==> src/rtl/gelu_vec_pipe_if.sv <==
// gelu_vec_pipe_if -- stream bundle for gelu_vec_pipe.
//
// Carries both the input beat stream (s_*) and the output beat stream (m_*).
//   master : the side producing input beats and consuming output beats
//   slave  : the GELU pipeline itself
// Signals:
//   s_valid/s_ready  input handshake, s_scale fractional bits, s_x packed lanes
//   s_bypass         present only when GELU_BYPASS_EN is defined
//   m_valid/m_ready  output handshake, m_scale clamped scale, m_y packed lanes
interface gelu_vec_pipe_if #(
    parameter int DW      = 8,
    parameter int LANES   = 4,
    parameter int SCALE_W = 3
) ();
    logic                  s_valid;
    logic                  s_ready;
    logic [SCALE_W-1:0]    s_scale;
    logic [LANES*DW-1:0]   s_x;
`ifdef GELU_BYPASS_EN
    logic                  s_bypass;
`endif
    logic                  m_valid;
    logic                  m_ready;
    logic [SCALE_W-1:0]    m_scale;
    logic [LANES*DW-1:0]   m_y;

    modport master (
`ifdef GELU_BYPASS_EN
        output s_bypass,
`endif
        output s_valid, s_scale, s_x, m_ready,
        input  s_ready, m_valid, m_scale, m_y
    );

    modport slave (
`ifdef GELU_BYPASS_EN
        input  s_bypass,
`endif
        input  s_valid, s_scale, s_x, m_ready,
        output s_ready, m_valid, m_scale, m_y
    );
endinterface

==> src/rtl/gelu_vec_pipe.sv <==
// gelu_vec_pipe -- LANES-wide streaming GELU with valid/ready backpressure.
//
// Each beat carries LANES signed DW-bit values sharing one fractional scale.
// Output lane = GELU(input lane) at the same scale, rounded to nearest (ties away
// from zero) and saturated. Latency is LAT cycles; one global enable stalls the
// whole pipeline so bubbles are preserved and order is kept.
// Ports:
//   clk  rising-edge clock
//   rst  synchronous active-high reset (clears every stage valid)
//   io   gelu_vec_pipe_if.slave: s_valid/s_ready/s_scale/s_x[/s_bypass] in,
//        m_valid/m_ready/m_scale/m_y out
// Optional feature: define GELU_BYPASS_EN to add s_bypass; bypass beats return
// s_x unchanged with the same latency and ordering.
module gelu_vec_pipe #(
    parameter int DW        = 8,
    parameter int LANES     = 4,
    parameter int SCALE_W   = 3,
    parameter int MAX_SCALE = 6,
    parameter int LAT       = 8
) (
    input  logic           clk,
    input  logic           rst,
    gelu_vec_pipe_if.slave io
);
    // Inputs are renormalised to NF fractional bits; the table has four segments
    // per unit, so FB bits remain as the interpolation fraction.
    localparam int NF  = (MAX_SCALE > 3) ? MAX_SCALE : 3;
    localparam int FB  = NF - 2;
    localparam int XW  = DW + NF + 1;
    localparam int YW  = DW + NF + 12;
    localparam int YW1 = YW + 1;
    localparam logic signed [XW-1:0] PASS_TH = XW'(7 <<< (NF - 1));
    localparam logic signed [XW-1:0] ZERO_TH = -XW'(4 <<< NF);
    localparam logic signed [YW:0]   Y_MAX   = YW1'((1 <<< (DW - 1)) - 1);
    localparam logic signed [YW:0]   Y_MIN   = -YW1'(1 <<< (DW - 1));

    // GELU(-k/4) in Q12 for k = 0..16; positive inputs use GELU(t) = t + GELU(-t).
    function automatic logic signed [11:0] gelu_tab(input logic [4:0] k);
        case (k)
            5'd1:    gelu_tab = -12'sd411;
            5'd2:    gelu_tab = -12'sd632;
            5'd3:    gelu_tab = -12'sd696;
            5'd4:    gelu_tab = -12'sd650;
            5'd5:    gelu_tab = -12'sd542;
            5'd6:    gelu_tab = -12'sd411;
            5'd7:    gelu_tab = -12'sd288;
            5'd8:    gelu_tab = -12'sd186;
            5'd9:    gelu_tab = -12'sd111;
            5'd10:   gelu_tab = -12'sd62;
            5'd11:   gelu_tab = -12'sd32;
            5'd12:   gelu_tab = -12'sd15;
            5'd13:   gelu_tab = -12'sd6;
            5'd14:   gelu_tab = -12'sd3;
            5'd15:   gelu_tab = -12'sd1;
            default: gelu_tab = 12'sd0;
        endcase
    endfunction

    // Unrounded result with NF+10 fractional bits. Bypass and large positive
    // inputs are re-expressed exactly so the rounding stage returns x unchanged.
    function automatic logic signed [YW-1:0] gelu_fix(input logic signed [DW-1:0] x,
                                                      input logic [SCALE_W-1:0] s,
                                                      input logic byp);
        logic signed [XW-1:0] xn;
        logic signed [XW-1:0] mag;
        logic [4:0]           k;
        logic [FB-1:0]        fr;
        logic signed [11:0]   t0;
        logic signed [11:0]   t1;
        logic signed [YW-1:0] g;
        xn  = XW'(x) <<< (NF - int'(s));
        mag = (xn < 0) ? -xn : xn;
        k   = 5'(mag >>> FB);
        fr  = FB'(mag);
        t0  = gelu_tab(k);
        t1  = gelu_tab(k + 5'd1);
        g   = (YW'(t0) <<< FB) + YW'(t1 - t0) * YW'($signed({1'b0, fr}));
        if (byp || xn >= PASS_TH)
            gelu_fix = YW'(x) <<< (NF + 10 - int'(s));
        else if (xn <= ZERO_TH)
            gelu_fix = '0;
        else
            gelu_fix = g + ((xn > 0) ? (YW'(xn) <<< 10) : '0);
    endfunction

    // Back to the beat's own scale: round half away from zero, then saturate.
    function automatic logic signed [DW-1:0] round_sat(input logic signed [YW-1:0] acc,
                                                       input logic [SCALE_W-1:0] s);
        logic signed [YW:0] a;
        logic signed [YW:0] half;
        logic signed [YW:0] q;
        int                 sh;
        sh   = NF + 10 - int'(s);
        half = YW1'(1) <<< (sh - 1);
        a    = (acc < 0) ? -YW1'(acc) : YW1'(acc);
        q    = (a + half) >>> sh;
        if (acc < 0)
            q = -q;
        if (q > Y_MAX)
            q = Y_MAX;
        else if (q < Y_MIN)
            q = Y_MIN;
        round_sat = DW'(q);
    endfunction

    logic                          en;
    logic [SCALE_W-1:0]            s_scale_c;
    logic                          vld_p0, vld_p1, vld_p2;
    logic [SCALE_W-1:0]            scl_p0, scl_p1, scl_p2;
    logic [LANES-1:0][DW-1:0]      x_p0;
    logic                          byp_p0;
    logic [LANES-1:0][YW-1:0]      acc_p1;
    logic [LANES-1:0][DW-1:0]      y_p2;
    logic                          out_vld;
    logic [SCALE_W-1:0]            out_scl;
    logic [LANES-1:0][DW-1:0]      out_y;

    assign en         = io.m_ready | ~out_vld;
    assign io.s_ready = en;
    assign s_scale_c  = (io.s_scale > SCALE_W'(MAX_SCALE)) ? SCALE_W'(MAX_SCALE) : io.s_scale;

    always_ff @(posedge clk) begin
        if (rst) begin
            vld_p0 <= 1'b0;
            vld_p1 <= 1'b0;
            vld_p2 <= 1'b0;
        end else if (en) begin
            vld_p0 <= io.s_valid;
            vld_p1 <= vld_p0;
            vld_p2 <= vld_p1;
        end
    end

    always_ff @(posedge clk) begin
        if (en) begin
            // p0: capture beat with clamped scale
            scl_p0 <= s_scale_c;
            x_p0   <= io.s_x;
            // p1: table interpolation per lane
            scl_p1 <= scl_p0;
            for (int i = 0; i < LANES; i++)
                acc_p1[i] <= gelu_fix($signed(x_p0[i]), scl_p0, byp_p0);
            // p2: round and saturate
            scl_p2 <= scl_p1;
            for (int i = 0; i < LANES; i++)
                y_p2[i] <= round_sat($signed(acc_p1[i]), scl_p1);
        end
    end

`ifdef GELU_BYPASS_EN
    always_ff @(posedge clk) begin
        if (en)
            byp_p0 <= io.s_bypass;
    end
`else
    assign byp_p0 = 1'b0;
`endif

    generate
        if (LAT > 3) begin : g_dly
            logic [LAT-4:0]                          vld_d;
            logic [LAT-4:0][SCALE_W-1:0]             scl_d;
            logic [LAT-4:0][LANES-1:0][DW-1:0]       y_d;

            always_ff @(posedge clk) begin
                if (rst) begin
                    vld_d <= '0;
                end else if (en) begin
                    vld_d[0] <= vld_p2;
                    for (int i = 1; i < LAT - 3; i++)
                        vld_d[i] <= vld_d[i-1];
                end
            end

            // p3..: pure delay to reach the configured latency
            always_ff @(posedge clk) begin
                if (en) begin
                    scl_d[0] <= scl_p2;
                    y_d[0]   <= y_p2;
                    for (int i = 1; i < LAT - 3; i++) begin
                        scl_d[i] <= scl_d[i-1];
                        y_d[i]   <= y_d[i-1];
                    end
                end
            end

            assign out_vld = vld_d[LAT-4];
            assign out_scl = scl_d[LAT-4];
            assign out_y   = y_d[LAT-4];
        end else begin : g_nodly
            assign out_vld = vld_p2;
            assign out_scl = scl_p2;
            assign out_y   = y_p2;
        end
    endgenerate

    // Data registers are not reset; gating on valid keeps outputs at zero when idle.
    assign io.m_valid = out_vld;
    assign io.m_scale = out_vld ? out_scl : '0;
    assign io.m_y     = out_vld ? out_y : '0;
endmodule

==> src/flat_wrapper.sv <==
// flat-port wrapper written by rule: the top's interface ports become plain ports
module gelu_vec_pipe_flat 
#(
    parameter int DW        = 8,
    parameter int LANES     = 4,
    parameter int SCALE_W   = 3,
    parameter int MAX_SCALE = 6,
    parameter int LAT       = 8
)
  (clk, rst, io_s_valid, io_s_scale, io_s_x, io_m_ready, io_s_ready, io_m_valid, io_m_scale, io_m_y);
  gelu_vec_pipe_if #(.DW(DW), .LANES(LANES), .SCALE_W(SCALE_W)) io_i ();
  input  logic clk;
  input  logic rst;
  input wire logic [$bits(io_i.s_valid)-1:0] io_s_valid;
  input wire logic [$bits(io_i.s_scale)-1:0] io_s_scale;
  input wire logic [$bits(io_i.s_x)-1:0] io_s_x;
  input wire logic [$bits(io_i.m_ready)-1:0] io_m_ready;
  output wire logic [$bits(io_i.s_ready)-1:0] io_s_ready;
  output wire logic [$bits(io_i.m_valid)-1:0] io_m_valid;
  output wire logic [$bits(io_i.m_scale)-1:0] io_m_scale;
  output wire logic [$bits(io_i.m_y)-1:0] io_m_y;
  assign io_i.s_valid = io_s_valid;
  assign io_i.s_scale = io_s_scale;
  assign io_i.s_x = io_s_x;
  assign io_i.m_ready = io_m_ready;
  assign io_s_ready = io_i.s_ready;
  assign io_m_valid = io_i.m_valid;
  assign io_m_scale = io_i.m_scale;
  assign io_m_y = io_i.m_y;
  gelu_vec_pipe #(.DW(DW), .LANES(LANES), .SCALE_W(SCALE_W), .MAX_SCALE(MAX_SCALE), .LAT(LAT)) u_core (.clk(clk), .rst(rst), .io(io_i));
endmodule
==> config.mk <==
export PLATFORM = sky130hd
export DESIGN_NAME = gelu_vec_pipe_flat
export DESIGN_NICKNAME = d
export VERILOG_FILES = /design/src/rtl/gelu_vec_pipe_if.sv /design/src/rtl/gelu_vec_pipe.sv /design/src/flat_wrapper.sv
export SDC_FILE = /design/constraint.sdc
export NUM_CORES = 2
export LEC_CHECK = 0
export BUFFER_PORTS_ARGS = -buffer_cell sky130_fd_sc_hd__buf_2
export CORE_ASPECT_RATIO = 2
export CORE_MARGIN = 2
export CORE_UTILIZATION = 25
export CTS_CLUSTER_DIAMETER = 40
export CTS_CLUSTER_SIZE = 25
export DETAILED_ROUTE_END_ITERATION = 10
export GPL_TIMING_DRIVEN = 0
export PLACE_DENSITY = 0.37
export SETUP_SLACK_MARGIN = 0.4
export SLEW_MARGIN = 20
export SYNTH_ARGS = -nofsm -noshare
export SYNTH_HDL_FRONTEND = slang
export SYNTH_SLANG_ARGS = --single-unit
==> constraint.sdc <==
create_clock -name clk -period 11.69 [get_ports clk]
set_clock_uncertainty 0.05 [all_clocks]
set_input_delay 0.5845 -clock clk [delete_from_list [all_inputs] [get_ports clk]]
set_output_delay 0.5845 -clock clk [all_outputs]
set_load 0.01 [all_outputs]
-- Word-level counts from Yosys, hierarchy flattened
Memories as Yosys holds them, arrays and structs flattened.
Cells that the tools add are included.
- add/subtract/negate cells: 36
- multiply operators: 4
- $lt $le $gt $ge: 29
- shift operators: 13
- mux-type cells: 50
- bitwise operators: 2
- operators by type and width (kind ; count):
    $mux W27 ; 12
    $mux W26 ; 12
    $mux W12 ; 16
    $sshl A8 B32 Y15 ; 4
    $sshl A8 B32 Y26 ; 4
    $sshr A27 B32 Y27 ; 4
    $add A27 B27 Y27 ; 4
    $gt A27 B8 Y1 const B ; 4
    $lt A27 B8 Y1 const B ; 4
    $neg A26 Y27 ; 4
    $neg A27 Y27 ; 4
    $add A16 B26 Y26 ; 4
    $add A26 B26 Y26 ; 4
    $lt A26 B1 Y1 const B ; 4
    $mul A26 B5 Y26 ; 4
    $ge A15 B9 Y1 const B ; 4
    $gt A15 B1 Y1 const B ; 4
    $le A15 B9 Y1 const B ; 4
    $lt A15 B1 Y1 const B ; 4
    $sub A12 B12 Y13 ; 4
    $mux W9 ; 4
    $neg A9 Y9 ; 4
    $mux W32 ; 1
    $mux W8 ; 4
    9 further kinds ; 13
- bits in registers: 360
- bits in read-only memories: 1536
- input bits: 39
- output and inout port bits: 37
- word-level logic and storage cells: 186
- memories kept: 8
- memories (memory ; depth ; bits a word ; read ports ; clocked after Yosys merged registers in ; wr ports ; RTL line ; source):
    (no name shown) ; 16 ; 12 ; 1 ; 0 ; 0 ; gelu_vec_pipe.sv:39 ; case (k)
    (no name shown) ; 16 ; 12 ; 1 ; 0 ; 0 ; gelu_vec_pipe.sv:39 ;
    (no name shown) ; 16 ; 12 ; 1 ; 0 ; 0 ; gelu_vec_pipe.sv:39 ;
    (no name shown) ; 16 ; 12 ; 1 ; 0 ; 0 ; gelu_vec_pipe.sv:39 ;
    (no name shown) ; 16 ; 12 ; 1 ; 0 ; 0 ; gelu_vec_pipe.sv:39 ;
    (no name shown) ; 16 ; 12 ; 1 ; 0 ; 0 ; gelu_vec_pipe.sv:39 ;
    2 more memories ; - ; - ; - ; - ; - ; - ;

-- Depth between registers and ports, before layout
An unclocked memory read counts as a cell.
- depth in word-level cells: 14
- gate-level depth with buffers: 52
- gate-level depth less buffers: 50

-- Least setup slack after synthesis
OpenSTA, ideal clock, no wires.
- path type: flip-flop to flip-flop
- start point: register u_core.scl_p0[0]
- end point: register u_core.acc_p1[102] (netlist bit), data pin
- library setup time: 268 ps
- data arrival time: 11210 ps
- slack: 161 ps
- stages on the path, launching flop included: 50
- buffers on the path: 5
- period minus slack after synthesis: 11529 ps
- cell sequence: edfxtp_1 clkbuf_1 buf_1 clkbuf_1 nor3_1 nand2_1 clkbuf_1 ha_1 nand2_1 o21ai_0 xor2_1 inv_1 ha_1 inv_1 ha_1 clkbuf_1 nor3_1 a21oi_1 [14 not listed] fa_1 fa_1 fa_1 fa_1 ha_1 a21boi_0 o21ai_0 a21boi_0 o21ai_0 a21boi_0 o21ai_0 a21boi_0 o31ai_1 a21oi_1 or4_1 a31oi_1 xor2_1 o21ai_0
- word-level cells in the longest chain between the ends: 14
- elaborated cells on any way between the ends: 24
- RTL lines (element ; RTL line ; source):
    start, declared ; gelu_vec_pipe.sv:109 ; logic [SCALE_W-1:0] scl_p0, scl_p1, scl_p2;
    start signal, assigned ; gelu_vec_pipe.sv:137 ; scl_p0 <= s_scale_c;
    $sub A3 B3 Y4 ; gelu_vec_pipe.sv:71 ; xn = XW'(x) <<< (NF - int'(s));
    $sshl A8 B32 Y15 ; gelu_vec_pipe.sv:71 ;
    $lt A15 B1 Y1 / $neg A9 Y9 (equally long branches) ; gelu_vec_pipe.sv:72 ; mag = (xn < 0) ? -xn : xn;
    $mux W9 ; gelu_vec_pipe.sv:72 ;
    $add A5 B1 Y5 ; gelu_vec_pipe.sv:76 ; t1 = gelu_tab(k + 5'd1);
    $mem_v2 Z16 W12 ; - ;
    $mux W12 ; gelu_vec_pipe.sv:39 ;
    $mux W12 ; gelu_vec_pipe.sv:135 ; if (en) begin
    $sub A12 B12 Y13 ; gelu_vec_pipe.sv:77 ; g = (YW'(t0) <<< FB) + YW'(t1 - t0) * YW'($signed({1'b0, fr}));
    $mul A26 B5 Y26 ; gelu_vec_pipe.sv:77 ;
    $add A16 B26 Y26 ; gelu_vec_pipe.sv:77 ;
    $add A26 B26 Y26 ; gelu_vec_pipe.sv:83 ; gelu_fix = g + ((xn > 0) ? (YW'(xn) <<< 10) : '0);
    $mux W26 ; gelu_vec_pipe.sv:80 ; else if (xn <= ZERO_TH)
    $mux W26 * ; gelu_vec_pipe.sv:78 ; if (byp || xn >= PASS_TH)
    end signal, assigned by index ; gelu_vec_pipe.sv:142 ; acc_p1[i] <= gelu_fix($signed(x_p0[i]), scl_p0, byp_p0);
    end, declared ; gelu_vec_pipe.sv:112 ; logic [LANES-1:0][YW-1:0] acc_p1;
Every way passes the cells marked *; elsewhere a longest branch is shown, timed or not. The select of a mux whose other input is x is not followed.
A chain may end at the register's enable or synchronous reset.

-- Worst setup path in the final report
- start point: register u_core.scl_p1[0]
- end point: register u_core.y_p2[14] (netlist bit), data pin
- word-level cells in the longest chain between the ends: 10
- elaborated cells on any way between the ends: 11
- RTL lines (element ; RTL line ; source):
    start, declared ; gelu_vec_pipe.sv:109 ;
    start signal, assigned ; gelu_vec_pipe.sv:140 ; scl_p1 <= scl_p0;
    $sub A5 B3 Y6 * ; gelu_vec_pipe.sv:93 ; sh = NF + 10 - int'(s);
    $sub A32 B2 Y32 ; gelu_vec_pipe.sv:94 ; half = YW1'(1) <<< (sh - 1);
    $sshl A2 B32 Y27 ; gelu_vec_pipe.sv:94 ;
    $add A27 B27 Y27 ; gelu_vec_pipe.sv:96 ; q = (a + half) >>> sh;
    $sshr A27 B32 Y27 * ; gelu_vec_pipe.sv:96 ;
    $neg A27 Y27 ; gelu_vec_pipe.sv:98 ; q = -q;
    $mux W27 * ; gelu_vec_pipe.sv:97 ; if (acc < 0)
    $mux W27 * ; gelu_vec_pipe.sv:135 ;
    $lt A27 B8 Y1 ; gelu_vec_pipe.sv:101 ; else if (q < Y_MIN)
    $mux W8 ; gelu_vec_pipe.sv:101 ;
    end signal, assigned by index ; gelu_vec_pipe.sv:146 ; y_p2[i] <= round_sat($signed(acc_p1[i]), scl_p1);
    end, declared ; gelu_vec_pipe.sv:113 ; logic [LANES-1:0][DW-1:0] y_p2;
Marked as above.

==> impl_metrics.py <==
metrics = {
    "outcome": {
        "status": "completed",
    },
    "power": {
        "swShare_pct": 56.1,
        "power.leakage_nw": 28.0,
        "comb_power_share_pct": 83.9,
        "p_seq_share_pct": 9.5,
        "power.density_mw_per_mm2": 357,
        "ir_drop_mv": 0.371,
        "switching_power_mw": 13.4,
        "p_int_mw": 10.5,
        "clockPowerShare_pct": 6.6,
        "power_mw": 23.9,
    },
    "cells_and_area": {
        "nNetsFinal": 7985,
        "drive_above_1_share_pct": 18.0,
        "syn_to_final_growth_pct": 22.1,
    },
    "min_path": {
        "hold_class": "input port to register",
    },
    "sta": {
        "max-slew-margin-rel_pct": 13.8,
        "tightest_slew_ns": 1.29,
        "tns_ns": 0,
        "final.period_utilization_pct": 96.0,
        "setup_viol": 0,
        "grt_setup_unrepaired": "yes",
        "hold_viol_final": 0,
        "max_freq_mhz": 89.1,
        "timing.final.max_slew_violations": 0,
        "min_period_ns": 11.22,
    },
    "yosys": {
        "yosysSeqAreaShare_pct": 19.6,
        "synth_area_mm2": 0.0548,
        "synthArstFlopShare_pct": 0,
        "syn_area_per_cell_um2": 8.04,
        "ys_warn_count": 0,
        "synth_cells": 6819,
        "synth_flop_cell": "edfxtp_1",
        "synth_edf_count": 352,
        "ys_ff_latch": 360,
        "synthDistinctLibCells": 121,
    },
    "setup_path": {
        "cpMaxStageDelayCell": "edfxtp_1",
        "worstPathArrival_ns": 11.54,
        "required_ns": 12.02,
        "critPathMostFrequentCell": "clkbuf_16",
        "worstSetupEndpointType": "register",
        "crit_family": "buffers and inverters",
        "crit_path_start_kind": "register",
        "crit_type": "register to register",
        "cpPeakStageDelay_ns": 0.50,
        "cp_max_fo": 11,
        "cp.buffers_inverters": 16,
    },
    "floorplan": {
        "start_util_pct": 25.1,
        "io_pins": 76,
        "dieArea_mm2": 0.223,
        "die_h_um": 666,
        "die_w_um": 335,
        "core_mm2": 0.219,
        "rows": 243,
    },
    "cts": {
        "tritoncts": "done",
        "cts.sinks": 360,
        "cts-buffers-inserted": 49,
        "htree_levels": 2,
        "clk_latency_ns": 0.68,
        "clkTransAtPathRegs_ns": 0.06,
        "clockRootBuffer": "clkbuf_16",
        "cts_max_path_buffers": 3,
    },
    "drt": {
        "wl_mm": 340,
        "antenna_left": 0,
        "firstDrtPassIters": 6,
        "drc": 0,
        "wire_per_inst_um": 33.7,
        "drt_first_iter_violations": 3614,
        "vias": 56600,
        "viasPerCell": 5.61,
    },
    "global_routing": {
        "grt_pass1_vias": 57500,
        "grt_usage_pct": 29.9,
        "antenna_found_initial": 17,
        "grt-ovfl-total": 0,
        "grt_pass1_wl_mm": 464,
        "grt_max_degree": 85,
    },
    "run": {
        "drv.max_cap_violation_count": 0,
    },
    "place": {
        "place.gp.congestion": 1.04,
        "io_buffers": 74,
        "dp_hpwl_mm": 282,
    },
}
[worst reg2reg max path: cells and delay by family, from the launching register on]
family | cells | cell delay [ns]
flops | 1 | 0.50
fa+ha+maj | 5 | 1.43
simple gates | 9 | 2.63
buf+inv | 16 | 3.37
mux | 1 | 0.30
compound gates | 11 | 2.62
[final timing paths]
check	start	to	slack, ns	cells past startpoint
max reg2reg	u_core.scl_p1[0]$_DFFE_PP_	u_core.y_p2[14]$_SDFFCE_PN1P_	0.47	42
min reg2reg	u_core.y_p2[16]$_SDFFCE_PN1P_	u_core.g_dly.y_d[16]$_DFFE_PP_	0.35	0
min	io_s_x[16]	u_core.x_p0[16]$_DFFE_PP_	0.04	1
max	u_core.scl_p1[0]$_DFFE_PP_	u_core.y_p2[14]$_SDFFCE_PN1P_	0.47	42
[stage by stage]
step / hold WS [ns] / utilization, % / worst slack, ns / instance area [um2] / instances
after floorplan: 0.350 / - / 0.302 / 54900 / 6822
after global placement: 0.351 / 26.9 / -12.55 / 58800 / 9713
after detailed placement: 0.355 / 27.4 / -7.77 / 59800 / 9764
after CTS: 0.00180 / 29.7 / 0.390 / 65000 / 9986
after global routing: 0.0215 / 30.6 / 0.282 / 66900 / 10100
final: 0.0368 / 30.6 / 0.471 / 66900 / 10100
[cell usage after synthesis, types with 63 or more instances]
cell      number  share of area, %
o22ai_1       79              0.90
xor2_1       103               1.6
o21ai_0      448               4.1
a31oi_1       65              0.74
nor2_1       752               5.1
nand4_1       71              0.81
o211ai_1      63              0.86
nand2b_1     105               1.2
a21oi_1      422               3.9
nand3_1      145               1.3
or2_2         84              0.96
xnor2_1      292               4.7
clkbuf_1     268               1.8
o21a_1        71              0.97
a21o_1       103               1.4
and2_1       113               1.3
edfxtp_1     352                19
nand2_1      593               4.1
mux2i_1       84               1.5
ha_1         489                11
inv_1        484               3.3
nor3_1       167               1.5
o31ai_1       85               1.2
fa_1         244               8.9
nor2b_1       66              0.75
a211oi_1      88               1.2
[sequential cells by signal (all words and copies together), names as in the netlist]
signal / cells
u_core.acc_p1: 104
u_core.g_dly.scl_d: 12
u_core.g_dly.vld_d: 5
u_core.g_dly.y_d: 160
u_core.out_scl: 3
u_core.scl_p0: 3
u_core.scl_p1: 3
u_core.scl_p2: 3
u_core.vld_p0: 1
u_core.vld_p1: 1
u_core.vld_p2: 1
u_core.x_p0: 32
u_core.y_p2: 32
[routing by layer]
layer	routed length, um	track usage (%)
met1	103000	26.0
met2	178000	55.9
met3	12500	3.94
met4	46300	32.7
met5	75	0
[cells by family after synthesis]
| logic type | after synthesis | share of synthesized area (%) |
|---|---|---|
| flops | 360 | 19.6 |
| other cells | 1 | 0.00684 |
| compound gates | 1981 | 24.2 |
| simple gates | 2371 | 20.9 |
| buf+inv | 840 | 5.87 |
| fa+ha+maj | 733 | 20.1 |
| xor+xnor | 395 | 6.31 |
| mux | 138 | 3.07 |
[power by group through the flow]
stage / combinational, mW / sequential, mW / clock (mW)
floorplan: 12.0 / 2.20 / 0
global placement: 17.7 / 2.30 / 0
detailed placement: 17.7 / 2.31 / 0
CTS: 19.0 / 2.28 / 1.63
global route: 21.9 / 2.33 / 1.66
finish: 20.1 / 2.28 / 1.57
[cells in the final DEF (no fill, tap or decap), types with 203 or more instances in the layout]
cell type,n
nor2_1,678
inv_1,470
edfxtp_1,352
xnor2_1,247
fa_1,239
o21ai_0,380
buf_4,203
nand2_1,571
a21oi_1,359
ha_1,467
[cell type report]
type | count | area (um2)
Buffer | 347 | 1950
Multi-Input combinational cell | 5623 | 44200
Tap cell | 2817 | 3520
Fill cell | 23500 | 152000
Inverter | 493 | 1890
Antenna cell | 12 | 30.0
Timing Repair Buffer | 339 | 2920
Sequential cell | 360 | 10700
Clock inverter | 40 | 462
Clock buffer | 51 | 1230
[what timing repair did]
| action | 4_1_cts | 5_1_grt |
|---|---|---|
| pin swaps | 91 | 155 |
| hold buffers | 20 | 0 |
| endpoints found under the setup margin | 117 | 66 |
| setup buffers | 110 | 83 |
| cloned | 1 | 1 |
| resized for setup | 566 | 317 |
| hold endpoints to repair | 20 | 0 |
Note: power is estimated with default switching activity, not from simulation.
